$ cat src/rtl/shared_adder_arbiter_pkg.sv
// Shared types and constants for the shared adder arbiter: output-register states and operand payload.
package shared_adder_arbiter_pkg;

    localparam int unsigned SA_MAX_REQ = 8;
    localparam int unsigned SA_WIDTH   = 32;

    typedef enum logic {
        SA_EMPTY = 1'b0,
        SA_FULL  = 1'b1
    } sa_state_e;

    typedef struct packed {
        logic [SA_WIDTH-1:0] a;
        logic [SA_WIDTH-1:0] b;
    } sa_operands_t;

endpackage

$ cat src/rtl/CLA32BitNoCarry.sv
// 32-bit carry-lookahead adder built from 4-bit lookahead blocks; carry-out is not produced.
module CLA32BitNoCarry (
    input  logic [31:0] a_i,
    input  logic [31:0] b_i,
    output logic [31:0] sum_o
);

    logic [31:0] g;
    logic [31:0] p;
    logic [7:0]  gc;

    assign g     = a_i & b_i;
    assign p     = a_i ^ b_i;
    assign gc[0] = 1'b0;

    for (genvar blk = 0; blk < 8; blk++) begin : g_blk
        localparam int unsigned B = 4 * blk;
        logic [3:0] c;

        assign c[0] = gc[blk];
        assign c[1] = g[B] | (p[B] & c[0]);
        assign c[2] = g[B+1] | (p[B+1] & g[B]) | (p[B+1] & p[B] & c[0]);
        assign c[3] = g[B+2] | (p[B+2] & g[B+1]) | (p[B+2] & p[B+1] & g[B])
                    | (p[B+2] & p[B+1] & p[B] & c[0]);
        assign sum_o[B +: 4] = p[B +: 4] ^ c;

        // Block carry into the next nibble; the top block's carry-out is discarded.
        if (blk < 7) begin : g_cout
            assign gc[blk+1] = g[B+3] | (p[B+3] & g[B+2]) | (p[B+3] & p[B+2] & g[B+1])
                             | (p[B+3] & p[B+2] & p[B+1] & g[B])
                             | (p[B+3] & p[B+2] & p[B+1] & p[B] & c[0]);
        end
    end

endmodule

$ cat src/rtl/shared_adder_arbiter_rr_arbiter.sv
// Round-robin arbiter with optional fixed priority for requester 0; owns the rotating pointer.
module shared_adder_arbiter_rr_arbiter #(
    parameter int unsigned NUM_REQ = 2,
    parameter int unsigned ID_W    = 1
) (
    input  logic               clk,
    input  logic               rst,
    input  logic [NUM_REQ-1:0] req,
    input  logic               advance,
    input  logic               prio0,
    output logic [NUM_REQ-1:0] grant,
    output logic [ID_W-1:0]    gidx
);

    localparam int unsigned PTR_W = (NUM_REQ > 1) ? $clog2(NUM_REQ) : 1;

    logic [PTR_W-1:0] ptr_q;
    logic [PTR_W-1:0] ptr_d;
    logic [PTR_W-1:0] gptr;
    logic             found;

    // First valid requester at or after ptr; requester 0 is pulled out of the ring when prio0 is set.
    always_comb begin
        grant = '0;
        gidx  = '0;
        gptr  = '0;
        found = 1'b0;
        if (prio0 && req[0]) begin
            grant[0] = 1'b1;
            found    = 1'b1;
        end
        for (int unsigned off = 0; off < NUM_REQ; off++) begin
            automatic logic [PTR_W-1:0] idx = PTR_W'((32'(ptr_q) + off) % NUM_REQ);
            if (!found && req[idx] && !(prio0 && (idx == '0))) begin
                grant[idx] = 1'b1;
                gidx       = ID_W'(idx);
                gptr       = idx;
                found      = 1'b1;
            end
        end
    end

    always_comb begin
        ptr_d = ptr_q;
        if (advance && found && !(prio0 && grant[0])) begin
            ptr_d = (gptr == PTR_W'(NUM_REQ - 1)) ? '0 : gptr + PTR_W'(1);
        end
    end

    always_ff @(posedge clk or negedge rst) begin
        if (!rst) begin
            ptr_q <= '0;
        end else begin
            ptr_q <= ptr_d;
        end
    end

endmodule

$ cat src/rtl/shared_adder_arbiter.sv
// Shares one 32-bit adder among NUM_REQ requesters with a 1-entry result register.
// SHARED_ADDER_PRIO_EN: requester 0 gets fixed top priority, the rest stay round-robin.
module shared_adder_arbiter
    import shared_adder_arbiter_pkg::*;
#(
    parameter int unsigned NUM_REQ = 2,
    parameter int unsigned WIDTH   = 32,
    parameter int unsigned ID_W    = 1
) (
    input  logic                     clk,
    input  logic                     rst,
    input  logic [NUM_REQ-1:0]       req_valid,
    output logic [NUM_REQ-1:0]       req_ready,
    input  logic [NUM_REQ*WIDTH-1:0] req_a,
    input  logic [NUM_REQ*WIDTH-1:0] req_b,
    output logic                     rsp_valid,
    input  logic                     rsp_ready,
    output logic [ID_W-1:0]          rsp_id,
    output logic [WIDTH-1:0]         rsp_sum
);

    if (WIDTH != SA_WIDTH) begin : g_bad_width
        $error("shared_adder_arbiter: only WIDTH=32 is supported");
    end
    if (NUM_REQ < 2 || NUM_REQ > SA_MAX_REQ) begin : g_bad_num_req
        $error("shared_adder_arbiter: NUM_REQ must be 2..8");
    end
    if (ID_W < $clog2(NUM_REQ)) begin : g_bad_id_w
        $error("shared_adder_arbiter: ID_W too narrow for NUM_REQ");
    end

`ifdef SHARED_ADDER_PRIO_EN
    localparam logic PRIO0 = 1'b1;
`else
    localparam logic PRIO0 = 1'b0;
`endif

    sa_state_e        state_q;
    sa_state_e        state_d;
    logic [ID_W-1:0]  rsp_id_q;
    logic [WIDTH-1:0] rsp_sum_q;

    logic [NUM_REQ-1:0] grant_c;
    logic [ID_W-1:0]    gidx_c;
    logic               accept_c;
    logic               load_c;
    sa_operands_t       ops_c;
    logic [WIDTH-1:0]   sum_c;

    shared_adder_arbiter_rr_arbiter #(
        .NUM_REQ (NUM_REQ),
        .ID_W    (ID_W)
    ) u_arb (
        .clk     (clk),
        .rst     (rst),
        .req     (req_valid),
        .advance (load_c),
        .prio0   (PRIO0),
        .grant   (grant_c),
        .gidx    (gidx_c)
    );

    // AND-OR operand mux over the one-hot grant.
    always_comb begin
        ops_c = '0;
        for (int unsigned i = 0; i < NUM_REQ; i++) begin
            ops_c.a = ops_c.a | (req_a[i*WIDTH +: WIDTH] & {WIDTH{grant_c[i]}});
            ops_c.b = ops_c.b | (req_b[i*WIDTH +: WIDTH] & {WIDTH{grant_c[i]}});
        end
    end

    CLA32BitNoCarry u_adder (
        .a_i   (ops_c.a),
        .b_i   (ops_c.b),
        .sum_o (sum_c)
    );

    // A new result may enter when the register is empty or is being drained this cycle.
    always_comb begin
        state_d   = state_q;
        accept_c  = (state_q == SA_EMPTY) || rsp_ready;
        load_c    = accept_c && (|req_valid);
        req_ready = (rst && accept_c) ? grant_c : '0;
        if (load_c) begin
            state_d = SA_FULL;
        end else if (state_q == SA_FULL && rsp_ready) begin
            state_d = SA_EMPTY;
        end
    end

    always_ff @(posedge clk or negedge rst) begin
        if (!rst) begin
            state_q <= SA_EMPTY;
        end else begin
            state_q <= state_d;
        end
    end

    always_ff @(posedge clk or negedge rst) begin
        if (!rst) begin
            rsp_id_q  <= '0;
            rsp_sum_q <= '0;
        end else if (load_c) begin
            rsp_id_q  <= gidx_c;
            rsp_sum_q <= sum_c;
        end
    end

    assign rsp_valid = (state_q == SA_FULL);
    assign rsp_id    = rsp_id_q;
    assign rsp_sum   = rsp_sum_q;

endmodule

$ cat config.mk
export PLATFORM = sky130hd
export DESIGN_NAME = shared_adder_arbiter
export DESIGN_NICKNAME = d
export VERILOG_FILES = /design/src/rtl/shared_adder_arbiter_pkg.sv /design/src/rtl/CLA32BitNoCarry.sv /design/src/rtl/shared_adder_arbiter_rr_arbiter.sv /design/src/rtl/shared_adder_arbiter.sv
export SDC_FILE = /design/constraint.sdc
export NUM_CORES = 1
export LEC_CHECK = 0
export BUFFER_PORTS_ARGS = -buffer_cell sky130_fd_sc_hd__buf_2
export CORE_AREA = 2 2 115 117
export CTS_BUF_LIST = sky130_fd_sc_hd__clkbuf_8 sky130_fd_sc_hd__clkbuf_16
export DETAILED_ROUTE_END_ITERATION = 10
export DIE_AREA = 0 0 117 119
export GPL_TIMING_DRIVEN = 0
export PLACE_DENSITY = 0.58
export SETUP_SLACK_MARGIN = 0.15
export SYNTH_ARGS = -nofsm -noshare
export SYNTH_HDL_FRONTEND = slang
export SYNTH_HIERARCHICAL = 1
export SYNTH_SLANG_ARGS = --single-unit
$ cat constraint.sdc
create_clock -name clk -period 4.31 [get_ports clk]
set_clock_uncertainty 0.2 [all_clocks]
set_input_delay 0.431 -clock clk [delete_from_list [all_inputs] [get_ports clk]]
set_output_delay 0.431 -clock clk [all_outputs]
set_load 0.02 [all_outputs]
==> results of run 1 <==
logic make-up (layout without fill, tap and decap cells):
kind of cell | Yosys count | in the layout | synth area share, %
AOI/OAI and AO/OA | 120 | 120 | 27.9
xor gates and xnor gates | 23 | 23 | 5.83
adders and majority gates | 39 | 39 | 15.9
buffers and inverters | 29 | 206 | 4.92
DFF | 35 | 35 | 25.3
muxes | 33 | 33 | 13.9
other | 1 | 3 | 0.108
and+or+nand+nor | 39 | 39 | 6.19
stage by stage:
stage | util, % | hold slack [ps] | setup slack, ps | TNS [ps] | cell area, sq um
2_1_floorplan | - | -64.6 | 565 | 0 | 3460
4_1_cts | 36.5 | 116 | 160 | 0 | 4700
6_report | 36.9 | 76.1 | 386 | 0 | 4750
3_5_place_dp | 35.2 | 288 | -359 | -783 | 4530
3_3_place_gp | 35.2 | 291 | -327 | -687 | 4530
5_1_grt | 36.9 | 169 | 150 | 0 | 4750
state kept, by name, summed over array words and instances (netlist names):
register,cells
rsp_id,1
rsp_sum,32
u_arb/ptr_q,1
rsp_valid,1
worst reg2reg max path, delay by kind of cell (launching register included):
family / cells / cell delay, ps
adder cells (fa/ha/maj): 2 / 760
multiplexers: 1 / 260
buffers and inverters: 2 / 390
AND/OR/NAND/NOR: 4 / 760
flip-flops: 1 / 380
AO/OA/AOI/OAI: 6 / 1050
cell type report:
cell class / instances / area [sq um] / share of cell area (%)
buffer: 18 / 156 / 3.29
multi-input combinational: 257 / 2460 / 51.8
sequential: 35 / 876 / 18.4
clock inverter: 3 / 20.0 / 0.422
inverter: 11 / 41.3 / 0.870
timing repair buffer: 169 / 848 / 17.9
tap: 176 / 220 / 4.64
clock buffer: 5 / 125 / 2.64
metal layers:
layer	GRT usage [%]	part of all wire (%)
met4	2.87	0.91
met5	0	0
met1	17.9	45
met3	2.54	5.2
met2	25.8	49
power groups by stage:
stage          combinational (W)  sequential, W  clock [W]
3_5_place_dp             0.00112       0.000558          0
3_3_place_gp             0.00110       0.000556          0
4_1_cts                  0.00113       0.000557   0.000376
2_1_floorplan           0.000606       0.000725          0
6_report                 0.00113       0.000554   0.000360
5_1_grt                  0.00123       0.000574   0.000390
placed cells by master (no fill, tap or decap), types with 2 or more instances in the layout:
cell,instances
buf_2,172
a22o_1,65
dfrtp_1,35
ha_1,30
mux2_4,29
a21oi_1,18
xnor2_1,12
inv_1,11
xor2_1,11
nand2_1,10
nor2_1,8
fa_1,8
clkbuf_16,5
a21o_1,5
buf_4,4
clkbuf_2,4
mux2_2,4
nand3_1,4
o21ai_1,4
clkbuf_4,3
o21a_1,3
buf_12,3
nand4_1,3
o21ai_0,3
o21ai_2,3
nand2b_1,3
conb_1,3
and3_2,2
clkinvlp_4,2
and2_1,2
o21bai_1,2
a311o_1,2
a31oi_1,2
repair_timing:
| action | CTS | global route |
|---|---|---|
| pin swaps | 1 | 7 |
| hold endpoints to repair | 0 | 0 |
| endpoints found under the setup margin | 5 | 6 |
| setup buffers | 1 | 0 |
| cloned | 0 | 0 |
| resized for setup | 9 | 19 |
how the worst min path moves through the flow:
stage / end
after floorplan: rsp_id
after global placement: rsp_sum[17]
after detailed placement: rsp_sum[31]
after CTS: rsp_sum[21]
after global routing: rsp_sum[21]
final: rsp_sum[16]
==> results.cfg, run 1 <==
[finish]
antenna_cells = 0
area_growth_pct = 37.4
stdcell_count = 674
drive_gt1_share_pct = 49.6
fill_cells = 1310
nNetsFinal = 669

[die]
start_util_pct = 26.9
die_y_um = 119
rows = 42
dieArea_sq_um = 13900
io_pins = 169
core_area_sq_um = 12900
chipWidth_um = 117

[synthesis]
synth-async-reset-ratio_pct = 100
syn_area_sq_um = 3460
synth_common_cells = a22o_1, dfrtp_1, ha_1, mux2_4, a21oi_1
synth.most_common_cell = a22o_1
synth_area_leader_cell = dfrtp_1
synth-seq-cells = 35
avgSynthCellArea_sq_um = 10.8
synth_top_area_share_pct = 25.3
ys.flop_type = dfrtp_1
synth_edf_count = 0
seq_area_frac_synth_pct = 25.3
synth_cell_types = 49
yosysWarningCount = 6
syn_inst = 319
netlist_top_cells_area = dfrtp_1, a22o_1, mux2_4, ha_1, fa_1

[drt]
drc = 0
vias = 3162
drt_pass1_iterations = 4
avgViaCountPerCell = 4.69
ant_nets = 0
drt_first_iter_violations = 75
wirelength_um = 10100
avgRoutedWirePerCell_um = 14.9

[critical_path]
crit_path_max_fanout = 10
crit_type = reg2reg
cp-start-kind = flip-flop
reg2regPathDepth = 15
worst-r2r-setup-slack_ps = 390
path_common_cell = clkbuf_4
reg2reg_to = rsp_sum[28]
cp.depth = 15
worstReg2RegStart = u_arb/ptr_q
endpoint = rsp_sum[28]
path_delay_family = compound AO/OA/AOI/OAI gates
cp_slowest_stage_delay_ps = 400
cp.arrival_ps = 3890
worst_setup_path_end_kind = flip-flop
worst-path-buf-inv = 2
cp-startpoint = u_arb/ptr_q
required_ps = 4270
cpMaxStageDelayCell = fa_1
critical_path.cell_chain = nand2b_1 -> o21a_1 -> clkbuf_4 -> clkbuf_4 -> a22o_1 -> ha_1 -> nand4_1 -> nor3_4 -> nand3_1 -> o211ai_4 -> a21oi_1 -> o21ai_1 -> a21o_1 -> fa_1 -> mux2_4

[global_route]
gr-usage-all-layers_pct = 14.4
grt_max_degree = 38
grt-ovfl-total = 0
antenna_found_initial = 0
grt_pass1_wl_um = 15700
grt_pass1_vias = 3251

[clock_network]
numCtsBuffers = 5
hold_buffers = 0
htreeDepth = 2
cts.clk_slew.worst_paths_ps = 60
clk_path_buf_depth = 2
cts.sink_count = 35
clk_latency_ps = 280
cts_tree = yes
root_buffer = clkbuf_16

[timing]
grt_setup_unrepaired = no
setup_viol = 0
slew_viol_final = 0
maxSlewHeadroom_pct = 40.6
fin_crit_ps = 3920
final-hold-violation-count = 0
fin_crit_sh_pct = 91.1
tightest_slew_ps = 891
fmax_ghz = 0.255

[job]
cap_violations = 0

[pwr]
power.switching_w = 0.000813
combPwrFrac_pct = 55.2
leakagePower_nw = 2.47
switching_share_pct = 39.8
peakVddDrop_mv = 0.132
power_density_nw_per_um2 = 430
p_clk_share_pct = 17.6
p_total_w = 0.00204
intPower_w = 0.00123
power_frac_seq_pct = 27.1

[placed_design]
hpwl_um = 8260
port_buffers = 168
place.gp.congestion = 0.771
dp_cells = 665

[run_status]
status = finished clean

[min_path]
min_path_type = in2async
No activity file was read; power rests on OpenSTA's default activity.
==> run 2, diff against run 1 <==
CTS_CLUSTER_SIZE = 28   (was default)
REMOVE_ABC_BUFFERS = 1   (was default)
SKIP_CTS_REPAIR_TIMING = 1   (was default)
==> run 2 against run 1 <==
  * Utilization decreased by 0.36 points
  * Global-route usage decreased by 1.5 points
  * Combinational power about the same
  * Fmax about the same
  * Clock power decreased by 3%
  * Worst hold slack got worse by 6.7 ps
  * Wire length decreased by 6.8%
==> results.cfg, run 2 (same netlist as run 1, synthesis figures left out) <==
[finish]
final_util_pct = 36.5
drive_gt1_share_pct = 48.0
area_growth_pct = 36.0
fill_cells = 1303
layout_common_cells = buf_2, a22o_1, dfrtp_1
mostFrequentLayoutCell = buf_2
largest_register_ffs = 32
stdcell_count = 663
antenna_cells = 0
regArea_sq_um = 876
multi_input_area_sq_um = 2480
nNetsFinal = 658

[timing]
grt_setup_unrepaired = yes
timing.hold.ws_ps = 69.4
fin_crit_ps = 3920
final-hold-violation-count = 0
fin_ws_ps = 386
setup_viol = 0
maxSlewHeadroom_pct = 40.8
tightest_slew_ps = 888
fmax_ghz = 0.255
fin_crit_sh_pct = 91.0
slew_viol_final = 0

[clock_network]
numCtsBuffers = 5
htreeDepth = 2
root_buffer = clkbuf_16
cts.clk_slew.worst_paths_ps = 60
clk_path_buf_depth = 2
clk_latency_ps = 280
cts.sink_count = 35
cts_tree = yes

[pwr]
peakVddDrop_mv = 0.120
leakagePower_nw = 2.44
p_total_w = 0.00202
power_density_nw_per_um2 = 430

[drt]
drt_first_iter_violations = 92
drt_pass1_iterations = 4
drc = 0
wirelength_um = 9390
vias = 3135
avgRoutedWirePerCell_um = 14.2
ant_nets = 0
avgViaCountPerCell = 4.73

[placed_design]
port_buffers = 168
hpwl_um = 7280
pre_cts_slack_ps = -98.3
place.gp.congestion = 0.747
dp_cells = 650

[die]
die_y_um = 119
rows = 42
core_area_sq_um = 12900
chipWidth_um = 117
start_util_pct = 26.9
dieArea_sq_um = 13900
io_pins = 169

[critical_path]
cp-startpoint = u_arb/ptr_q
worst_setup_path_end_kind = flip-flop
cp-start-kind = flip-flop
worstReg2RegStart = u_arb/ptr_q
cp.arrival_ps = 3880
crit_type = reg2reg
required_ps = 4270
crit_path_max_fanout = 15

[run_status]
status = finished clean

[job]
cap_violations = 0

[global_route]
grt_max_degree = 38
antenna_found_initial = 0
grt-ovfl-total = 0
grt_pass1_wl_um = 14300
gr-usage-all-layers_pct = 12.9
grt_pass1_vias = 3016

[min_path]
min_path_type = in2async
-- run 2: cell types whose count changed in the layout (fill, tap and decap cells not counted), sizes merged --
| cell | change |
|---|---|
| a21oi | +1 |
| buf | -6 |
| clkbuf | -7 |
| clkinvlp | -2 |
| inv | +2 |
| o21a | +1 |
-- run 2: worst max-delay path, stage by stage, from the launching register on --
cell and delay, ps:
dfrtp_1 390, nand2b_2 170, o21a_4 270, buf_12 150, a22o_1 210, ha_1 380, a21oi_2 180, a31oi_1 160
o21ai_2 180, o211ai_2 190, a21oi_1 190, o21ai_1 120, a21o_1 210, fa_1 370, xor2_1 170, mux2_4 250
-- run 2: area by class of cell --
type,count,area share [%]
Clock buffer,5,2.66
Timing Repair Buffer,174,20.2
Clock inverter,3,0.266
Multi-Input combinational cell,259,52.7
Inverter,11,0.878
Tap cell,176,4.68
Sequential cell,35,18.6
-- run 2: where the power goes --
part | total, W | switching (W) | internal (W)
logic | 0.00112 | 0.000580 | 0.000541
registers | 0.000551 | 0.0000788 | 0.000472
clock network | 0.000350 | 0.000141 | 0.000209
total | 0.00202 | 0.000800 | 0.00122
-- run 2: worst paths after layout --
kind / cells past startpoint / slack (ps) / to
max: 15 / 390 / rsp_sum[29]
min: 1 / 70 / rsp_sum[8]
max reg2reg: 15 / 390 / rsp_sum[29]
min reg2reg: 1 / 300 / rsp_sum[19]
max in group asynchronous: 1 / 3270 / rsp_sum[12]
min in group clk: 3 / 190 / rsp_valid
-- run 2: metal layers --
layer	vias up	routed length, um	global-route usage, %
met5	-	0	0
met4	0	95	3.38
met3	7	357	1.83
met2	84	4570	21.6
met1	1487	4370	17.2
li1	1557	-	-
-- run 2: metrics by stage --
stage               setup TNS, ps  area (sq um)
floorplan                  -24750          3340
global placement           -68080          4400
detailed placement          -98.3          4490
CTS                         -37.3          4620
global route                    0          4700
finish                          0          4700
